File: src/rtl/keypad_pkg.sv
// Shared keypad constants, FSM states and the key-to-matrix map used by both
// the responder and any scanner-side decode table.
package keypad_pkg;

  localparam logic [3:0] COL_IDLE = 4'b1111;
  localparam logic [3:0] ROW_IDLE = 4'b1111;

  localparam logic [3:0] C1 = 4'b0111;
  localparam logic [3:0] C2 = 4'b1011;
  localparam logic [3:0] C3 = 4'b1101;
  localparam logic [3:0] C4 = 4'b1110;

  localparam logic [3:0] R1 = 4'b0111;
  localparam logic [3:0] R2 = 4'b1011;
  localparam logic [3:0] R3 = 4'b1101;
  localparam logic [3:0] R4 = 4'b1110;

  typedef enum logic [2:0] {
    ST_IDLE,
    ST_MAKE,
    ST_HOLD,
    ST_BREAK,
    ST_GAP
  } state_t;

  // Returns {col_code, row_code}, both active-low one-hot.
  function automatic logic [7:0] key_to_colrow(input logic [3:0] code);
    logic [7:0] cr;
    case (code)
      4'h1: cr = {C1, R1};
      4'h4: cr = {C1, R2};
      4'h7: cr = {C1, R3};
      4'h0: cr = {C1, R4};
      4'h2: cr = {C2, R1};
      4'h5: cr = {C2, R2};
      4'h8: cr = {C2, R3};
      4'hF: cr = {C2, R4};
      4'h3: cr = {C3, R1};
      4'h6: cr = {C3, R2};
      4'h9: cr = {C3, R3};
      4'hE: cr = {C3, R4};
      4'hA: cr = {C4, R1};
      4'hB: cr = {C4, R2};
      4'hC: cr = {C4, R3};
      default: cr = {C4, R4};
    endcase
    return cr;
  endfunction

endpackage

File: src/rtl/keypad_bounce_gen.sv
// Pseudo-random contact-bounce source: 8-bit LFSR advanced once every STEP
// enabled cycles; the step counter restarts whenever the enable drops.
module keypad_bounce_gen #(
  parameter int STEP = 512
) (
  input  logic clk,
  input  logic rst_n,
  input  logic en,
  output logic bounce
);

  localparam int SW = (STEP > 1) ? $clog2(STEP) : 1;
  localparam logic [SW-1:0] STEP_LAST = SW'(STEP - 1);

  logic [SW-1:0] step_cnt;
  logic [7:0]    lfsr;

  // x^8+x^6+x^5+x^4+1; a nonzero seed never reaches the all-zero lock-up.
  always_ff @(posedge clk or negedge rst_n) begin
    if (!rst_n) begin
      step_cnt <= '0;
      lfsr     <= 8'hA5;
    end else if (!en) begin
      step_cnt <= '0;
    end else if (step_cnt == STEP_LAST) begin
      step_cnt <= '0;
      lfsr     <= {lfsr[6:0], lfsr[7] ^ lfsr[5] ^ lfsr[4] ^ lfsr[3]};
    end else begin
      step_cnt <= step_cnt + 1'b1;
    end
  end

  assign bounce = lfsr[0];

endmodule

File: src/rtl/keypad_responder.sv
// Device-side 4x4 keypad emulator: accepts key presses over valid/ready and
// pulls the matching row low whenever the scanner strobes that key's column.
module keypad_responder
  import keypad_pkg::*;
#(
  parameter int HOLD_CYCLES   = 500000,
  parameter int BOUNCE_EN     = 1,
  parameter int BOUNCE_CYCLES = 20000,
  parameter int BOUNCE_STEP   = 512,
  parameter int GAP_CYCLES    = 100000
) (
  input  logic       clk,
  input  logic       rst_n,
  input  logic [3:0] col,
  output logic [3:0] row,
  input  logic       key_valid,
  input  logic [3:0] key_code,
  output logic       key_ready,
  output logic       busy,
  output logic       contact
);

  localparam int MAX_HB = (HOLD_CYCLES > BOUNCE_CYCLES) ? HOLD_CYCLES : BOUNCE_CYCLES;
  localparam int MAX_C  = (MAX_HB > GAP_CYCLES) ? MAX_HB : GAP_CYCLES;
  localparam int CW     = $clog2(MAX_C) + 1;

  // Counter reloads are duration-1 so each state lasts exactly its parameter.
  localparam logic [CW-1:0] HOLD_LD = CW'(HOLD_CYCLES - 1);
  localparam logic [CW-1:0] BNC_LD  = CW'(BOUNCE_CYCLES - 1);
  localparam logic [CW-1:0] GAP_LD  = CW'(GAP_CYCLES - 1);

  state_t        state;
  logic [CW-1:0] cnt;
  logic [3:0]    key_col, key_row;
  logic [3:0]    col_s1, col_s2;
  logic          bounce, bounce_on;
  logic          xfer, tc;

  assign xfer      = key_valid && key_ready;
  assign tc        = (cnt == '0);
  assign bounce_on = (state == ST_MAKE) || (state == ST_BREAK);

  keypad_bounce_gen #(.STEP(BOUNCE_STEP)) u_bounce (
    .clk    (clk),
    .rst_n  (rst_n),
    .en     (bounce_on),
    .bounce (bounce)
  );

  always_ff @(posedge clk or negedge rst_n) begin
    if (!rst_n) begin
      state     <= ST_IDLE;
      cnt       <= '0;
      key_col   <= COL_IDLE;
      key_row   <= ROW_IDLE;
      key_ready <= 1'b0;
      busy      <= 1'b0;
    end else begin
      case (state)
        ST_IDLE: begin
          key_ready <= 1'b1;
          busy      <= 1'b0;
          if (xfer) begin
            {key_col, key_row} <= key_to_colrow(key_code);
            key_ready <= 1'b0;
            busy      <= 1'b1;
            if (BOUNCE_EN != 0) begin
              state <= ST_MAKE;
              cnt   <= BNC_LD;
            end else begin
              state <= ST_HOLD;
              cnt   <= HOLD_LD;
            end
          end
        end
        ST_MAKE: begin
          if (tc) begin
            state <= ST_HOLD;
            cnt   <= HOLD_LD;
          end else begin
            cnt <= cnt - 1'b1;
          end
        end
        ST_HOLD: begin
          if (tc) begin
            if (BOUNCE_EN != 0) begin
              state <= ST_BREAK;
              cnt   <= BNC_LD;
            end else begin
              state <= ST_GAP;
              cnt   <= GAP_LD;
            end
          end else begin
            cnt <= cnt - 1'b1;
          end
        end
        ST_BREAK: begin
          if (tc) begin
            state <= ST_GAP;
            cnt   <= GAP_LD;
          end else begin
            cnt <= cnt - 1'b1;
          end
        end
        ST_GAP: begin
          if (tc) begin
            state     <= ST_IDLE;
            cnt       <= '0;
            key_ready <= 1'b1;
            busy      <= 1'b0;
          end else begin
            cnt <= cnt - 1'b1;
          end
        end
        default: begin
          state     <= ST_IDLE;
          cnt       <= '0;
          key_ready <= 1'b0;
          busy      <= 1'b0;
        end
      endcase
    end
  end

  always_comb begin
    contact = 1'b0;
    case (state)
      ST_HOLD:           contact = 1'b1;
      ST_MAKE, ST_BREAK: contact = bounce;
      default:           contact = 1'b0;
    endcase
  end

  // key_col is one-hot-low, so equality also rejects idle and multi-low strobes.
  always_ff @(posedge clk or negedge rst_n) begin
    if (!rst_n) begin
      col_s1 <= COL_IDLE;
      col_s2 <= COL_IDLE;
      row    <= ROW_IDLE;
    end else begin
      col_s1 <= col;
      col_s2 <= col_s1;
      row    <= (contact && (col_s2 == key_col)) ? key_row : ROW_IDLE;
    end
  end

endmodule

File: config.mk
export PLATFORM = sky130hd
export DESIGN_NAME = keypad_responder
export DESIGN_NICKNAME = d
export VERILOG_FILES = /design/src/rtl/keypad_pkg.sv /design/src/rtl/keypad_bounce_gen.sv /design/src/rtl/keypad_responder.sv
export SDC_FILE = /design/constraint.sdc
export NUM_CORES = 1
export LEC_CHECK = 0
export CORE_ASPECT_RATIO = 1.1
export CORE_UTILIZATION = 40
export DETAILED_ROUTE_END_ITERATION = 12
export SLEW_MARGIN = 20
export SYNTH_ARGS = -nofsm -noshare
export SYNTH_HDL_FRONTEND = slang
export SYNTH_HIERARCHICAL = 1
export SYNTH_SLANG_ARGS = --single-unit
File: constraint.sdc
create_clock -name clk -period 4.21 [get_ports clk]
set_clock_uncertainty 0.1 [all_clocks]
set_input_delay 0.842 -clock clk [delete_from_list [all_inputs] [get_ports clk]]
set_output_delay 0.842 -clock clk [all_outputs]
set_load 0.005 [all_outputs]
; ---- After elaboration in Yosys (flattened, before gate mapping)
; Memory sizes are Yosys's and may differ from the RTL's. A register that Yosys moved wholly into a read port is not among the register bits.
; Cells that the tools add are included.
[totals]
regBits = 54
latch_bits = 0
mem_bits_rw = 0
word_cells = 61
in_bits = 11
n_memories = 1
out_inout_bits = 7
romBits = 128
[op_classes]
eq_ne = 11
addsub = 2
shifts = 0
muxes = 22
bitwise_logic = 4
multipliers = 0
order_cmp = 0
reduce_logical = 12
div = 0
[mem_list]
columns = memory, words, width, rd, rd_clocked_by_memory_dff, write_ports, line
row1 = (no name shown), 16, 8, 1, 1, 0, keypad_pkg.sv:29  ; case (code)
[ops]
columns = cell, n
row1 = 2-to-1 mux 20 bit, 5
row2 = one-hot mux 20 bit (5 select lines), 1
row3 = logical NOT 20 bit, 1
row4 = "subtractor 20 x 1 -> 20 bit, second input constant", 1
row5 = 2-to-1 mux 9 bit, 2
row6 = 2-to-1 mux 3 bit, 5
row7 = one-hot mux 3 bit (5 select lines), 1
row8 = "inequality test 2 bit, second input constant", 5
row9 = "adder 9 x 1 -> 9 bit, second input constant", 1
row10 = "equality test 9 bit, second input constant", 1
row11 = "equality test 3 x 2 -> 1 bit, second input constant", 2
row12 = one-hot mux 1 bit (3 select lines), 2
row13 = AND reduction 2 bit, 3
row14 = AND reduction 5 bit, 1
row15 = equality test 4 bit, 1
row16 = 2-to-1 mux 1 bit, 4
row17 = 2-to-1 mux 4 bit, 1
row18 = "equality test 3 x 1 -> 1 bit, second input constant", 1
row19 = "equality test 3 bit, second input constant", 1
row20 = logical NOT 3 bit, 1
row21 = OR reduction 3 bit, 1
row22 = bitwise XOR 1 bit, 3
row23 = logical AND 1 bit, 2
row24 = one-hot mux 1 bit (2 select lines), 1
row25 = other kinds (4), 4

; ---- Logic depth before layout (Yosys ltp)
[depth]
word_depth = 5
depth_mapped = 8
mapped_depth_nobuf = 7

; ---- Cells and area by module
; The synthesis kept the hierarchy.
[modules_own_cells]
columns = module, n_inst, cells_per_inst, area_each_um2
row1 = keypad_responder, 1, 293, 2665.1
row2 = keypad_bounce_gen, 1, 60, 742.0

; ---- Least setup slack after synthesis
; Ideal clock, no wire load.
[synth_timing]
path_kind = input to register
startpoint = in key_valid
endpoint = reg cnt[11]
path_slack_ps = 1877
stages = 5
n_path_buf = 0
setup_time_ps = 142
required_time_ps = 3968
t_arrival_ps = 2091
cell_sequence = a2111oi_1 nor2_1 mux2_2 a21oi_1 o221ai_1
[synth_via]
elab_chain_len = 2
[synth_lines]
columns = item, line
row1 = "start, declared", keypad_responder.sv:16  ; input logic key_valid,
row2 = logical AND 1 bit, keypad_responder.sv:39  ; assign xfer = key_valid && key_ready;
row3 = inequality test 2 bit (no source line), n/a
row4 = "end signal, assigned", keypad_responder.sv:81  ; cnt <= cnt - 1'b1;
row5 = "end signal, assigned", keypad_responder.sv:94  ; cnt <= cnt - 1'b1;
row6 = "end signal, assigned", keypad_responder.sv:102  ; cnt <= cnt - 1'b1;
row7 = "end, declared", keypad_responder.sv:33  ; logic [CW-1:0] cnt;
; Every way passes these cells.
; A chain may end at the register's enable or synchronous reset.

; ---- Worst setup path in the final report
[layout_timing]
startpoint = reg state[0]
endpoint = out contact
[layout_via]
elab_chain_len = 3
word_cells_on_any_way = 5
cone_classes = eq/ne (3) / mux (1) / reduce/logical (1)
[layout_lines]
columns = item, line
row1 = "start, declared", keypad_responder.sv:32  ; state_t state;
row2 = "start signal, assigned", keypad_responder.sv:52  ; state <= ST_IDLE;
row3 = "start signal, assigned", keypad_responder.sv:68  ; state <= ST_MAKE;
row4 = "start signal, assigned", keypad_responder.sv:71  ; state <= ST_HOLD;
row5 = equality test 3 x 1 -> 1 bit / equality test 3 x 2 -> 1 bit (equally long branches), keypad_responder.sv:127  ; case (state)
row6 = OR reduction 2 bit, keypad_responder.sv:127
row7 = one-hot mux 1 bit (2 select lines) (*), keypad_responder.sv:127
row8 = "end, declared", keypad_responder.sv:20  ; output logic contact
; Every way passes the cells marked *; elsewhere a longest branch is shown, timed or not.

==> flow_summary.json <==
{
  "synthMuxAreaShare_pct": 4.44,
  "maxSlewViolCount": 0,
  "grtUsageTotal_pct": 18.4,
  "setup_viol": 0,
  "maxCapViolCount": 0,
  "first_global_vias": 2632,
  "synthCells": 353,
  "hold_class": "flop to flop",
  "post-route-min-period_ps": 2840,
  "clock_latency_ps": 340,
  "synth-simple-area-share_pct": 21.2,
  "routedWlPerCell_um": 15.2,
  "synth-edff-count": 0,
  "worst_slew_pin_slew_ps": 707,
  "overflow": 0,
  "status": "finished clean",
  "ctsHtreeMaxLevel": 3,
  "vdd_drop_max_v": 0.000204,
  "top_layer": "met4",
  "startpoint_type": "flop",
  "synth_seq_cells": 62,
  "grt_max_degree": 43,
  "crit_required_ps": 3270,
  "yosys_warnings": 6,
  "cts.repair.resized": 0,
  "rsz0062_at_grt": "false",
  "holdBufCountCts": 0,
  "core_sq_mm": 0.00808,
  "synth-compound-area-share_pct": 17.3,
  "arrival_ps": 1900,
  "dieHeight_um": 98.8,
  "die_x_um": 90.0,
  "synth_xor_area_share_pct": 4.11,
  "cellPowerDensity_mw_per_mm2": 444,
  "rrSetupSlack_ps": 1490,
  "place_hpwl_um": 5060,
  "wl_um": 7300,
  "post_cts_buffers": 0,
  "synth.distinct_cells": 57,
  "avgViaCountPerCell": 5.70,
  "clockBufferDepth": 2,
  "slew_headroom_pct": 52.9,
  "setup_tns_ps": 0,
  "p_leak_nw": 1.52,
  "synth-seq-area-share_pct": 46.4,
  "antenna_found_initial": 0,
  "worstSetupEndpointType": "output pin",
  "final_nets": 388,
  "synth_top_family_by_area": "simple AND/OR/NAND/NOR gates",
  "syn_to_final_growth_pct": 14.0,
  "hold_viol_final": 0,
  "final_common_cell": "dfrtp_1",
  "ant_nets": 0,
  "design.die.area_sq_mm": 0.00889,
  "async_flop_share_pct": 100,
  "cts_buffers": 9,
  "fillers": 783,
  "dr_total_vias": 2740,
  "place_ws_ps": 1370,
  "netlist_area_sq_mm": 0.00341,
  "grt_pass1_wl_um": 13000,
  "cp_max_fo": 16,
  "synthAdderAreaFrac_pct": 3.31,
  "synth_nets": 373,
  "avgSynthCellArea_sq_um": 9.65,
  "cts_num_sinks": 62,
  "met1_length_um": 3340,
  "setup.worst_path.class": "flop to output pin",
  "met3_length_um": 429,
  "dr_wl_met2_um": 3380,
  "path_clk_slew_ps": 80,
  "io_pins": 18,
  "rows": 34,
  "layout_common_cells": "dfrtp_1 (38), nor2_1 (34), nand2_1 (25), dfstp_2 (24), o21ai_0 (22)",
  "first_pass_iters": 4,
  "start_util_pct": 42.2,
  "drcViolationCount": 0,
  "cts_tree": "done",
  "drive_above_1_share_pct": 18.2,
  "root_buffer": "clkbuf_8",
  "setup_ws_ps": 1370,
  "post-route-period-util_pct": 67.4,
  "io_buffers": 17,
  "ys.flop_type": "dfrtp_1",
  "drt_iter0_drc": 184,
  "antennaDiodeCount": 0,
  "fmax_ghz": 0.352,
  "place.gp.congestion": 0.875
}
synthesized netlist by cell type (2+ instances only):
master / number / area share (%)
a22o_1: 2 / 0.51
inv_1: 10 / 1.1
nand3b_1: 2 / 0.44
buf_2: 3 / 0.44
or2_2: 5 / 0.92
a21oi_1: 16 / 2.4
o21ai_1: 4 / 0.59
o32ai_1: 4 / 1.0
a211oi_1: 3 / 0.66
a21o_1: 2 / 0.44
nor2_1: 34 / 3.7
nor3_1: 12 / 1.8
nor2b_1: 3 / 0.55
or3_1: 6 / 1.1
o31ai_1: 3 / 0.66
dfrtp_1: 38 / 28
a31oi_1: 6 / 1.1
nor4_1: 5 / 0.92
mux2_2: 9 / 3.0
o21ai_0: 22 / 3.2
and3_1: 2 / 0.37
or4_1: 3 / 0.66
nand4_1: 7 / 1.3
a32o_1: 2 / 0.59
o221ai_1: 4 / 1.0
mux2i_1: 5 / 1.5
clkbuf_1: 14 / 1.5
xor2_1: 7 / 1.8
nand2_1: 25 / 2.8
and4_1: 2 / 0.51
o2111ai_1: 2 / 0.51
nand3_1: 10 / 1.5
dfstp_2: 24 / 19
o22ai_1: 4 / 0.73
and2_1: 6 / 1.1
xnor2_1: 9 / 2.3
nand2b_1: 5 / 0.92
o211ai_1: 5 / 1.1
ha_1: 9 / 3.3
o31a_1: 2 / 0.51
cell families (layout without fill, tap and decap cells):
group | after synthesis | after routing
flip-flops | 62 | 62
buffers and inverters | 28 | 48
adder cells (fa/ha/maj) | 9 | 9
multiplexers | 14 | 14
AND/OR/NAND/NOR | 135 | 135
XOR/XNOR | 16 | 16
AO/OA/AOI/OAI | 89 | 89
metal layers:
| metal | up-vias | GRT usage, % |
|---|---|---|
| met4 | 0 | 7.69 |
| met1 | 1303 | 25.2 |
| met5 | - | 0 |
| met3 | 17 | 4.48 |
| li1 | 1328 | - |
| met2 | 92 | 27.9 |
path summary, 6_finish.rpt:
path	from	cells after the start	endpoint
max reg2reg	cnt[0]	7	cnt[4]
min in group asynchronous	rst_n	1	cnt[10]
min	col_s1[3]	0	col_s2[3]
max	state[0]	3	contact
min reg2reg	col_s1[3]	0	col_s2[3]
max in group asynchronous	rst_n	2	u_bounce/lfsr[0]
stage by stage:
step           instance area (sq um)  hold WS, ps  power, mW  util [%]  cells
6_report                        3880          257       1.73      48.0    481
3_5_place_dp                    3670          247       1.19      45.5    465
4_1_cts                         3880          258       1.74      48.0    481
5_1_grt                         3880          264       1.83      48.0    481
2_1_floorplan                   3410          245       1.08         -    353
3_3_place_gp                    3670          246       1.18      45.5    465
report_power, final:
group | leakage, nW | switching (mW) | internal, mW
registers | 0.715 | 0.137 | 0.710
logic | 0.709 | 0.175 | 0.160
clock network | 0.0987 | 0.251 | 0.292
total | 1.52 | 0.563 | 1.16
worst max-delay path, cell delays in order, from the launching register on:
cell and delay [ps]:
dfrtp_1 700, mux2i_1 140, nor2_1 160, clkdlybuf4s50_1 550
final cells by class:
| type | count | area (sq um) | share of cell area, % |
|---|---|---|---|
| Multi-Input combinational cell | 263 | 1720 | 44.3 |
| Sequential cell | 62 | 1580 | 40.7 |
| Clock inverter | 6 | 71.3 | 1.84 |
| Timing Repair Buffer | 21 | 195 | 5.03 |
| Tap cell | 108 | 135 | 3.48 |
| Clock buffer | 10 | 138 | 3.54 |
| Inverter | 11 | 41.3 | 1.06 |
sequential cells by signal, summed over array words and instances (netlist names):
| register | flops |
|---|---|
| busy | 1 |
| row | 4 |
| col_s1 | 4 |
| key_ready | 1 |
| state | 3 |
| col_s2 | 4 |
| u_bounce/step_cnt | 9 |
| cnt | 20 |
| u_bounce/lfsr | 8 |
| key_col | 4 |
| key_row | 4 |
Power figures use the tool's default switching activity.
